--- src/rtl/bus_trace_pkg.sv ---
// rtl/bus_trace_pkg.sv - shared types and helpers for the bus trace formatter
//
// Purpose: formatter state encoding, nibble-to-ASCII conversion and the
// trace line length. No ports.
package bus_trace_pkg;

  typedef enum logic [1:0] {
    ST_IDLE = 2'd0,
    ST_POP  = 2'd1,
    ST_EMIT = 2'd2,
    ST_NEXT = 2'd3
  } fmt_state_t;

  // "W"/"R", space, address digits, space, data digits, CR, LF
  function automatic int line_len(int addr_w, int data_w);
    return 2 + addr_w / 4 + 1 + data_w / 4 + 2;
  endfunction

  localparam int LINE_LEN = line_len(16, 8);

  // Uppercase hex: 0-9 -> '0'..'9', 10-15 -> 'A'..'F'
  function automatic logic [7:0] hex_to_ascii(logic [3:0] nib);
    return (nib < 4'd10) ? (8'h30 + {4'h0, nib}) : (8'h37 + {4'h0, nib});
  endfunction

endpackage

--- src/rtl/trace_fifo.sv ---
// rtl/trace_fifo.sv - trace entry FIFO with same-cycle push-when-full-and-pop
//
// Purpose: stores captured bus entries until the formatter retires them.
// Ports:
//   i_clk, i_rst_n     clock, asynchronous active-low reset
//   i_push, i_data     push request and entry
//   i_pop              retire the head entry (ignored when empty)
//   o_head             current head entry (valid when not empty)
//   o_empty, o_full    occupancy flags
//   o_level            occupied entries, 0..DEPTH
//   o_drop             push request that could not be accepted this cycle
module trace_fifo #(
  parameter int WIDTH = 25,
  parameter int DEPTH = 16,
  localparam int AW = $clog2(DEPTH)
) (
  input  logic             i_clk,
  input  logic             i_rst_n,
  input  logic             i_push,
  input  logic [WIDTH-1:0] i_data,
  input  logic             i_pop,
  output logic [WIDTH-1:0] o_head,
  output logic             o_empty,
  output logic             o_full,
  output logic [AW:0]      o_level,
  output logic             o_drop
);

  logic [WIDTH-1:0] r_mem [DEPTH];
  logic [AW-1:0]    r_wr_ptr;
  logic [AW-1:0]    r_rd_ptr;
  logic [AW:0]      r_count;
  logic             w_do_pop;
  logic             w_do_push;

  assign o_empty   = (r_count == '0);
  assign o_full    = (r_count == (AW+1)'(DEPTH));
  assign o_level   = r_count;
  assign o_head    = r_mem[r_rd_ptr];
  assign w_do_pop  = i_pop & ~o_empty;
  // A full FIFO still accepts a push when the head leaves in the same cycle
  assign w_do_push = i_push & (~o_full | w_do_pop);
  assign o_drop    = i_push & ~w_do_push;

  always_ff @(posedge i_clk) begin
    if (w_do_push) begin
      r_mem[r_wr_ptr] <= i_data;
    end
  end

  // Pointers are exactly AW bits wide, so increment wraps modulo DEPTH
  always_ff @(posedge i_clk or negedge i_rst_n) begin
    if (!i_rst_n) begin
      r_wr_ptr <= '0;
      r_rd_ptr <= '0;
      r_count  <= '0;
    end else begin
      if (w_do_push) r_wr_ptr <= r_wr_ptr + AW'(1);
      if (w_do_pop)  r_rd_ptr <= r_rd_ptr + AW'(1);
      case ({w_do_push, w_do_pop})
        2'b10:   r_count <= r_count + (AW+1)'(1);
        2'b01:   r_count <= r_count - (AW+1)'(1);
        default: r_count <= r_count;
      endcase
    end
  end

endmodule

--- src/rtl/bus_trace_uart.sv ---
// rtl/bus_trace_uart.sv - Z80 bus cycle tracer emitting ASCII lines to a UART
//
// Purpose: captures qualifying read/write cycles inside an address window and
// prints each as "W|R AAAA DD\r\n" through a character handshake.
// Ports:
//   clk, greset                    clock, asynchronous active-low reset
//   bus_a, bus_d                   bus address and data (asynchronous)
//   bus_mreq_n, bus_iorq_n,
//   bus_rd_n, bus_wr_n             active-low bus strobes (asynchronous)
//   enable                         allow new captures
//   tx_req, tx_data, tx_ready      character out, accepted when tx_req & tx_ready
//   fifo_level                     queued entries (includes line being printed)
//   overflow, drop_count           sticky drop flag, saturating drop counter
//   busy                           formatter not idle
module bus_trace_uart
  import bus_trace_pkg::*;
#(
  parameter int              ADDR_W   = 16,
  parameter int              DATA_W   = 8,
  parameter int              DEPTH    = 16,
  parameter logic [ADDR_W-1:0] WIN_LO = ADDR_W'(16'h2000),
  parameter logic [ADDR_W-1:0] WIN_HI = ADDR_W'(16'h7FFF),
  parameter logic [1:0]      MODE     = 2'b11,
  parameter int              IO_SPACE = 0,
  localparam int             LVL_W    = $clog2(DEPTH) + 1
) (
  input  logic              clk,
  input  logic              greset,
  input  logic [ADDR_W-1:0] bus_a,
  input  logic [DATA_W-1:0] bus_d,
  input  logic              bus_mreq_n,
  input  logic              bus_iorq_n,
  input  logic              bus_rd_n,
  input  logic              bus_wr_n,
  input  logic              enable,
  output logic              tx_req,
  output logic [7:0]        tx_data,
  input  logic              tx_ready,
  output logic [LVL_W-1:0]  fifo_level,
  output logic              overflow,
  output logic [7:0]        drop_count,
  output logic              busy
);

  localparam int NA    = ADDR_W / 4;
  localparam int ND    = DATA_W / 4;
  localparam int LEN   = line_len(ADDR_W, DATA_W);
  localparam int IDX_W = $clog2(LEN);
  localparam int EW    = 1 + ADDR_W + DATA_W;

  // Strobe vector order: {mreq, iorq, rd, wr}
  logic [3:0]        r_s1_strb, r_s2_strb;
  logic [ADDR_W-1:0] r_s1_a, r_s2_a, r_p_a;
  logic [DATA_W-1:0] r_s1_d, r_s2_d, r_p_d;
  logic              r_p_sp_n, r_p_rd_n, r_p_wr_n;

  logic              w_sp_n;
  logic              w_qual;
  logic              w_cap_wr, w_cap_rd, w_push;
  logic [EW-1:0]     w_entry;
  logic [EW-1:0]     w_head;
  logic              w_empty, w_full, w_drop, w_pop;

  fmt_state_t        r_state, w_next;
  logic [EW-1:0]     r_entry;
  logic [IDX_W-1:0]  r_idx;
  logic              w_last;
  logic [7:0]        w_char;
  logic              w_ent_wr;
  logic [ADDR_W-1:0] w_ent_a;
  logic [DATA_W-1:0] w_ent_d;
  logic [7:0]        r_drop_cnt;
  logic              r_overflow;

  // Strobes reset to inactive and the previous-cycle copies too, so leaving
  // reset can never look like a strobe release.
  always_ff @(posedge clk or negedge greset) begin
    if (!greset) begin
      r_s1_strb <= 4'hF;
      r_s2_strb <= 4'hF;
      r_s1_a    <= '0;
      r_s2_a    <= '0;
      r_s1_d    <= '0;
      r_s2_d    <= '0;
      r_p_a     <= '0;
      r_p_d     <= '0;
      r_p_sp_n  <= 1'b1;
      r_p_rd_n  <= 1'b1;
      r_p_wr_n  <= 1'b1;
    end else begin
      r_s1_strb <= {bus_mreq_n, bus_iorq_n, bus_rd_n, bus_wr_n};
      r_s2_strb <= r_s1_strb;
      r_s1_a    <= bus_a;
      r_s2_a    <= r_s1_a;
      r_s1_d    <= bus_d;
      r_s2_d    <= r_s1_d;
      r_p_a     <= r_s2_a;
      r_p_d     <= r_s2_d;
      r_p_sp_n  <= w_sp_n;
      r_p_rd_n  <= r_s2_strb[1];
      r_p_wr_n  <= r_s2_strb[0];
    end
  end

  assign w_sp_n = (IO_SPACE != 0) ? r_s2_strb[2] : r_s2_strb[3];

  // Capture on strobe release; address/data/space come from the last cycle
  // the strobe was still asserted.
  assign w_qual   = enable & ~r_p_sp_n & (r_p_a >= WIN_LO) & (r_p_a <= WIN_HI);
  assign w_cap_wr = w_qual & MODE[1] & r_s2_strb[0] & ~r_p_wr_n;
  assign w_cap_rd = w_qual & MODE[0] & r_s2_strb[1] & ~r_p_rd_n;
  assign w_push   = w_cap_wr | w_cap_rd;
  assign w_entry  = {w_cap_wr, r_p_a, r_p_d};

  trace_fifo #(
    .WIDTH (EW),
    .DEPTH (DEPTH)
  ) u_fifo (
    .i_clk   (clk),
    .i_rst_n (greset),
    .i_push  (w_push),
    .i_data  (w_entry),
    .i_pop   (w_pop),
    .o_head  (w_head),
    .o_empty (w_empty),
    .o_full  (w_full),
    .o_level (fifo_level),
    .o_drop  (w_drop)
  );

  always_ff @(posedge clk or negedge greset) begin
    if (!greset) begin
      r_overflow <= 1'b0;
      r_drop_cnt <= 8'h00;
    end else if (w_drop) begin
      r_overflow <= 1'b1;
      if (r_drop_cnt != 8'hFF) r_drop_cnt <= r_drop_cnt + 8'h01;
    end
  end

  assign overflow   = r_overflow;
  assign drop_count = r_drop_cnt;

  // The head is only copied in POP; it leaves the FIFO when its line is
  // complete, so fifo_level counts the line currently being printed.
  assign w_last = (r_idx == IDX_W'(LEN - 1));

  always_comb begin
    w_next = r_state;
    w_pop  = 1'b0;
    case (r_state)
      ST_IDLE: if (!w_empty) w_next = ST_POP;
      ST_POP:  w_next = ST_EMIT;
      ST_EMIT: if (tx_ready) w_next = ST_NEXT;
      ST_NEXT: begin
        if (w_last) begin
          w_next = ST_IDLE;
          w_pop  = 1'b1;
        end else begin
          w_next = ST_EMIT;
        end
      end
      default: w_next = ST_IDLE;
    endcase
  end

  always_ff @(posedge clk or negedge greset) begin
    if (!greset) begin
      r_state <= ST_IDLE;
      r_entry <= '0;
      r_idx   <= '0;
    end else begin
      r_state <= w_next;
      if (r_state == ST_POP) begin
        r_entry <= w_head;
        r_idx   <= '0;
      end
      if (r_state == ST_NEXT) begin
        r_idx <= w_last ? '0 : r_idx + IDX_W'(1);
      end
    end
  end

  assign w_ent_wr = r_entry[EW-1];
  assign w_ent_a  = r_entry[EW-2 -: ADDR_W];
  assign w_ent_d  = r_entry[DATA_W-1:0];

  always_comb begin
    int         i;
    int         sh;
    logic [3:0] nib;
    w_char = 8'h00;
    nib    = 4'h0;
    sh     = 0;
    i      = int'(r_idx);
    if (i == 0) begin
      w_char = w_ent_wr ? 8'h57 : 8'h52;
    end else if (i == 1 || i == 2 + NA) begin
      w_char = 8'h20;
    end else if (i < 2 + NA) begin
      sh     = 4 * (NA + 1 - i);
      nib    = 4'(w_ent_a >> sh);
      w_char = hex_to_ascii(nib);
    end else if (i < 3 + NA + ND) begin
      sh     = 4 * (NA + ND + 2 - i);
      nib    = 4'(w_ent_d >> sh);
      w_char = hex_to_ascii(nib);
    end else if (i == 3 + NA + ND) begin
      w_char = 8'h0D;
    end else begin
      w_char = 8'h0A;
    end
  end

  assign tx_req  = (r_state == ST_EMIT);
  assign tx_data = tx_req ? w_char : 8'h00;
  assign busy    = (r_state != ST_IDLE);

endmodule

--- config.mk ---
export PLATFORM = sky130hd
export DESIGN_NAME = bus_trace_uart
export DESIGN_NICKNAME = d
export VERILOG_FILES = /design/src/rtl/bus_trace_pkg.sv /design/src/rtl/trace_fifo.sv /design/src/rtl/bus_trace_uart.sv
export SDC_FILE = /design/constraint.sdc
export NUM_CORES = 1
export LEC_CHECK = 0
export ABC_AREA = 1
export BUFFER_PORTS_ARGS = -buffer_cell sky130_fd_sc_hd__buf_2
export CELL_PAD_IN_SITES_DETAIL_PLACEMENT = 1
export CELL_PAD_IN_SITES_GLOBAL_PLACEMENT = 1
export CORE_ASPECT_RATIO = 0.75
export CORE_MARGIN = 2
export CORE_UTILIZATION = 45
export CTS_BUF_LIST = sky130_fd_sc_hd__clkbuf_8
export DETAILED_ROUTE_END_ITERATION = 12
export GPL_ROUTABILITY_DRIVEN = 0
export PLACE_DENSITY_LB_ADDON = 0.1
export SLEW_MARGIN = 25
export SYNTH_ARGS = -nofsm -noshare
export SYNTH_HDL_FRONTEND = slang
export SYNTH_HIERARCHICAL = 1
export SYNTH_SLANG_ARGS = --single-unit
--- constraint.sdc ---
create_clock -name clk -period 5.94 [get_ports clk]
set_clock_uncertainty 0.2 [all_clocks]
set_input_delay 0.594 -clock clk [delete_from_list [all_inputs] [get_ports clk]]
set_output_delay 0.594 -clock clk [all_outputs]
set_load 0.005 [all_outputs]
==> results of run 1 <==
worst min-delay path by stage:
stage                                           end                 from  slack, ns
after global routing             r_p_a[1]$_DFF_PN0_  r_s2_a[1]$_DFF_PN0_       0.14
final                            r_p_a[1]$_DFF_PN0_  r_s2_a[1]$_DFF_PN0_       0.14
after global placement           r_p_a[3]$_DFF_PN0_  r_s2_a[3]$_DFF_PN0_       0.13
after floorplan           drop_count[0]$_DFFE_PN0P_               greset        0.1
after detailed placement         r_p_a[5]$_DFF_PN0_  r_s2_a[5]$_DFF_PN0_       0.14
after CTS                        r_p_a[1]$_DFF_PN0_  r_s2_a[1]$_DFF_PN0_       0.14
flip-flops by register name (all words and copies together), names as in the netlist, 2 cells and up:
register         count
u_fifo/r_rd_ptr      4
drop_count           8
r_s1_strb            3
r_p_a               16
r_s2_strb            3
r_p_d                8
r_entry             25
r_idx                4
u_fifo/r_wr_ptr      4
r_s1_d               8
r_s2_a              16
u_fifo/r_mem       400
u_fifo/o_level       5
r_s2_d               8
r_s1_a              16
r_state              2
critical path, stage by stage (launching register included):
cell,delay (ns)
dfrtp_1,0.78
inv_2,0.33
ha_1,0.42
nor3_1,0.31
nand2_1,0.18
ha_1,0.25
inv_1,0.07
o211ai_1,0.09
nand3_1,0.10
nand2_1,0.06
nand2_1,0.06
nand2_1,0.05
a21oi_1,0.13
buf_2,0.13
what timing repair did:
item                      in CTS  in global routing
hold buffers                  29                  0
resized for setup              0                  0
hold endpoints to repair      96                  0
per-layer routing:
| metal | routed length [um] | global-route usage [%] | up-vias |
|---|---|---|---|
| li1 | - | - | 6066 |
| met1 | 25900 | 33.1 | 6832 |
| met2 | 25100 | 35.5 | 254 |
| met3 | 2310 | 4.29 | 81 |
| met4 | 1060 | 7.04 | 0 |
| met5 | 0 | 0 | - |
per-stage QoR:
stage	hold WS (ns)	utilization, %
final	0.137	52.4
after global routing	0.145	52.4
after CTS	0.141	52.2
after detailed placement	0.136	48.0
after global placement	0.132	47.6
after floorplan	0.0984	-
cells in the mapped netlist, drive strengths merged, types with 2 or more instances:
| cell type | instances | share of area [%] |
|---|---|---|
| ha | 19 | 1.1 |
| xnor2 | 7 | 0.29 |
| nor3b | 2 | 0.071 |
| nand4 | 3 | 0.089 |
| o211ai | 104 | 3.7 |
| nor2 | 315 | 5.9 |
| nand2 | 108 | 2.2 |
| xor2 | 9 | 0.37 |
| clkbuf | 44 | 0.81 |
| nand3b | 2 | 0.071 |
| o22ai | 4 | 0.12 |
| nor3 | 3 | 0.071 |
| edfxtp | 400 | 57 |
| dfstp | 9 | 1.1 |
| clkinv | 3 | 0.053 |
| a21oi | 39 | 0.98 |
| mux2 | 22 | 1.2 |
| nand3 | 84 | 2.1 |
| buf | 46 | 1.3 |
| dfrtp | 125 | 15 |
| inv | 66 | 1.2 |
| o21ai | 215 | 5.1 |
kinds of logic (layout without fill, tap and decap cells):
| kind of cell | Yosys count | after routing |
|---|---|---|
| compound gates | 365 | 365 |
| xor+xnor | 16 | 16 |
| fa+ha+maj | 20 | 20 |
| buf+inv | 159 | 335 |
| flops | 534 | 534 |
| mux | 22 | 22 |
| other cells | 1 | 1 |
| simple gates | 518 | 518 |
power by group through the flow:
| stage | sequential [mW] | clock, mW | combinational (mW) |
|---|---|---|---|
| final | 4.43 | 3.01 | 1.43 |
| after global routing | 4.45 | 3.26 | 1.60 |
| after CTS | 4.43 | 3.10 | 1.45 |
| after detailed placement | 4.50 | 0 | 1.43 |
| after global placement | 4.49 | 0 | 1.37 |
| after floorplan | 4.40 | 0 | 1.04 |
area by class of cell:
| class | count | share of cell area (%) |
|---|---|---|
| clock buffer | 97 | 5.53 |
| clock inverter | 57 | 1.20 |
| timing repair buffer | 112 | 4.16 |
| tap | 630 | 3.26 |
| inverter | 69 | 1.10 |
| sequential | 534 | 63.7 |
| multi-input combinational | 942 | 21.1 |
==> impl_metrics.ini, run 1 <==
[run_status]
status = finished clean

[power]
power_frac_clock_pct = 34.0
total_power_mw = 8.87
vdd_ir_drop_max_mv = 0.252
p_sw_mw = 2.57
combPwrFrac_pct = 16.1
power.internal_mw = 6.30
p_per_area_mw_per_mm2 = 367
p_leak_nw = 8.84
power_frac_seq_pct = 49.9
switching_share_pct = 29.0

[grt]
grt_pass1_wl_um = 82300
grt_pass1_vias = 13500
grt-ovfl-total = 0
track_usage_pct = 23.0
antenna_found_initial = 1
grt_max_degree = 179

[cts]
cts_root_buf = clkbuf_8
cts_buffer_depth = 3
numCtsBuffers = 84
cts.sinks = 534
clk_latency_ns = 0.66
cts_tree = yes
clkTransAtPathRegs_ns = 0.06
htreeDepth = 3
post_cts_buffers = 0

[finish]
final_area_sq_mm = 0.0242
seq_area_sq_mm = 0.0154
multi_input_area_sq_mm = 0.00509
final_layout_size_suffix_gt1_share_pct = 15.4
area_delta_synth_final_pct = 14.7
layout_common_cells = edfxtp_1, nor2_1, o21ai_0
fillerInstances = 4720
final-instance-count-excl-fill = 2441
antenna_cells = 0
nets = 1795
layout_commonest_cell = edfxtp_1

[yosys]
synth-seq-cells = 534
yosys_warnings = 6
synth_ff_type = edfxtp_1
synthCells = 1635
synth_xor_area_share_pct = 0.665
syn_nets = 1687
syn_area_per_cell_sq_um = 12.9
netlist_area_sq_mm = 0.0211
synth_compound_area_share_pct = 10.1
synth_async_sr_flop_share_pct = 25.1
yosysUniqueCellTypes = 44
synth_top_family_by_area = simple AND/OR/NAND/NOR gates
synth_mux_area_share_pct = 1.18
yosysSeqAreaShare_pct = 73.0
synthSimpleGateAreaFrac_pct = 10.4
synth-edff-count = 400
synth_fa_ha_area_share_pct = 1.22

[detailed_routing]
drt-vias-per-instance = 5.42
ant_nets = 0
post_drt_wl_per_cell_um = 22.3
vias = 13200
routed_wl_um = 54400
drc_errors = 0
drt_pass1_iterations = 5
drt_iter0_markers = 919

[sta]
fin_tns_setup_ns = 0
max_freq_mhz = 227
period_share_pct = 74.2
drv_slew = 0
setup_viol = 0
setup_ws_ns = 1.53
hold_viol = 0
rsz0062_at_grt = false
slew_headroom_pct = 30.1
worst_pin_slew_ns = 1.05
fin_crit_ns = 4.41

[setup_path]
arrival_ns = 3.62
regToRegSetupSlack_ns = 1.66
rr_endpoint = u_fifo/r_mem[5][0]$_DFFE_PP_
crit_start = r_idx[0]$_DFFE_PN0P_
rr_startpoint = r_idx[0]$_DFFE_PN0P_
endpoint = tx_data[2]
start_kind = flop
critPathKind = flop to output pin
worstPathMaxFanout = 18
r2r_cells = 11
worst_ep_required_time_ns = 5.15
crit_path_end_kind = output pin

[placed_design]
dpl.hpwl_um = 30600
place_ws_ns = 1.64
port_buffers = 53
dp.cells = 2254
placed_area_sq_mm = 0.0222

[floorplan]
placementRows = 68
ios = 56
dieArea_sq_mm = 0.0486
fp.dieH_um = 191
initial_core_util_pct = 45.7
die-width_um = 254
core_sq_mm = 0.0461

[worst_hold_path]
hold_class = flop to flop
hold_depth = 0

[flow_run]
cap_violations = 0
Power figures use the tool's default switching activity.
==> inputs of run 2 (changes only) <==
==> constraint.sdc (replaced) <==
create_clock -name clk -period 4.35 [get_ports clk]
set_clock_uncertainty 0.2 [all_clocks]
set_input_delay 0.435 -clock clk [delete_from_list [all_inputs] [get_ports clk]]
set_output_delay 0.435 -clock clk [all_outputs]
set_load 0.005 [all_outputs]
==> impl_metrics.ini, run 2 (synthesized netlist as in run 1, its figures left out) <==
[floorplan]
placementRows = 68
dieArea_sq_mm = 0.0486
core_sq_mm = 0.0461
initial_core_util_pct = 45.7
fp.dieH_um = 191
ios = 56
die-width_um = 254

[setup_path]
worstPathMaxFanout = 10
critPathKind = flop to output pin
arrival_ns = 3.31
critPathMaxStageDelay_ns = 0.62
slowest_stage = dfrtp_1
worstPathCellList = inv_1 -> ha_1 -> nor2_1 -> o21ai_2 -> nor2_4 -> inv_4 -> ha_1 -> nand2_1 -> nand3_1 -> o21ai_1 -> nand3_1 -> a21oi_1 -> buf_2
start_kind = flop
regToRegSetupSlack_ns = 0.88
worst_ep_required_time_ns = 3.71
crit_path_end_kind = output pin

[cts]
post_cts_resized = 0
cts_root_buf = clkbuf_8
cts.sinks = 534
numCtsBuffers = 83
htreeDepth = 3
cts_tree = yes
clk_latency_ns = 0.66
clkTransAtPathRegs_ns = 0.07
cts_buffer_depth = 3

[detailed_routing]
routed_wl_um = 54500
drt_pass1_iterations = 5
post_drt_wl_per_cell_um = 22.2
drt-vias-per-instance = 5.42
drt_iter0_markers = 829
ant_nets = 0
drc_errors = 0
vias = 13300

[sta]
worst_pin_slew_ns = 0.858
setup_viol = 0
holdWs_ns = 0.136
fin_crit_ns = 3.95
fin_tns_setup_ns = 0
max_freq_mhz = 253
hold_viol = 0
slew_headroom_pct = 42.7
drv_slew = 0
period_share_pct = 90.7
rsz0062_at_grt = false

[grt]
met3_usage_pct = 4.26
busiest_layer = met2
global_route.usage.met1_pct = 33.2
grt-ovfl-total = 0
grt_max_degree = 140
grt_pass1_vias = 13900
antenna_found_initial = 0
grtUsageMet2_pct = 36.1
grt_pass1_wl_um = 83200
track_usage_pct = 23.2

[flow_run]
cap_violations = 0

[worst_hold_path]
hold_class = flop to flop

[power]
p_per_area_mw_per_mm2 = 505
total_power_mw = 12.2
p_leak_nw = 8.89
vdd_ir_drop_max_mv = 0.248

[finish]
final_layout_size_suffix_gt1_share_pct = 15.3
area_delta_synth_final_pct = 14.8
multi_input_area_sq_mm = 0.00509
reg.largest.list = u_fifo/r_mem (400), r_entry (25)
top_register = u_fifo/r_mem
seq_area_sq_mm = 0.0154
nets = 1804
fillerInstances = 4693
layout_commonest_cell = edfxtp_1
layout_common_cells = edfxtp_1, nor2_1, o21ai_0
antenna_cells = 0
largest_reg_flops = 400

[run_status]
status = finished clean

[placed_design]
dpl.hpwl_um = 30000
port_buffers = 53
## run 2: path summary, 6_finish.rpt
kind	from	endpoint	cells past startpoint
worst max-delay path	r_idx[1]$_DFFE_PN0P_	tx_data[6]	13
worst min-delay path	r_s1_d[0]$_DFF_PN0_	r_s2_d[0]$_DFF_PN0_	0
worst max register to register	r_idx[1]$_DFFE_PN0P_	u_fifo/r_mem[5][3]$_DFFE_PP_	10
worst min register to register	r_s1_d[0]$_DFF_PN0_	r_s2_d[0]$_DFF_PN0_	0
max in group asynchronous	greset	r_entry[0]$_DFFE_PN0P_	3
min in group asynchronous	greset	r_s1_a[5]$_DFF_PN0_	2
## run 2: area by class of cell
type / count / share of cell area [%]
clock inverters: 56 / 1.33
inverters: 69 / 1.10
clock buffers: 97 / 5.52
multi-input cells: 942 / 21.1
flip-flops and latches: 534 / 63.6
well taps: 630 / 3.26
repair buffers: 122 / 4.08
## run 2: layer usage
layer | up-vias | part of all wire [%]
li1 | 6086 | -
met1 | 6824 | 47
met2 | 289 | 46
met3 | 74 | 5.1
met4 | 0 | 2.1
met5 | - | 0
## run 2: critical path, delay by kind of cell, from the launching register on
kind / cells / cell delay [ns]
flops: 1 / 0.62
compound gates: 3 / 0.37
simple gates: 5 / 0.55
buf+inv: 3 / 0.47
fa+ha+maj: 2 / 0.62
## run 2: where the power goes
part	internal (mW)	leakage, nW	switching [mW]	total (mW)
sequential	5.75	5.16	0.282	6.03
combinational	0.711	2.73	1.27	1.98
clock	2.26	0.997	1.93	4.18
## run 2: timing repair
item                                   4_1_cts  5_1_grt
hold buffers                                29        0
buffers inserted                             0        0
setup endpoints to repair                    0        0
endpoints found under the hold margin       97        0
## run 2: metrics by stage
| step | cell area [sq um] | instances | util (%) | setup slack [ns] |
|---|---|---|---|---|
| 6_report | 24200 | 2450 | 52.4 | 0.404 |
| 5_1_grt | 24200 | 2450 | 52.4 | 0.154 |
| 4_1_cts | 24200 | 2450 | 52.4 | 0.359 |
| 3_5_place_dp | 22200 | 2268 | 48.2 | 0.892 |
| 3_3_place_gp | 22200 | 2268 | 48.2 | 0.962 |
| 2_1_floorplan | 21100 | 1635 | - | 0.586 |
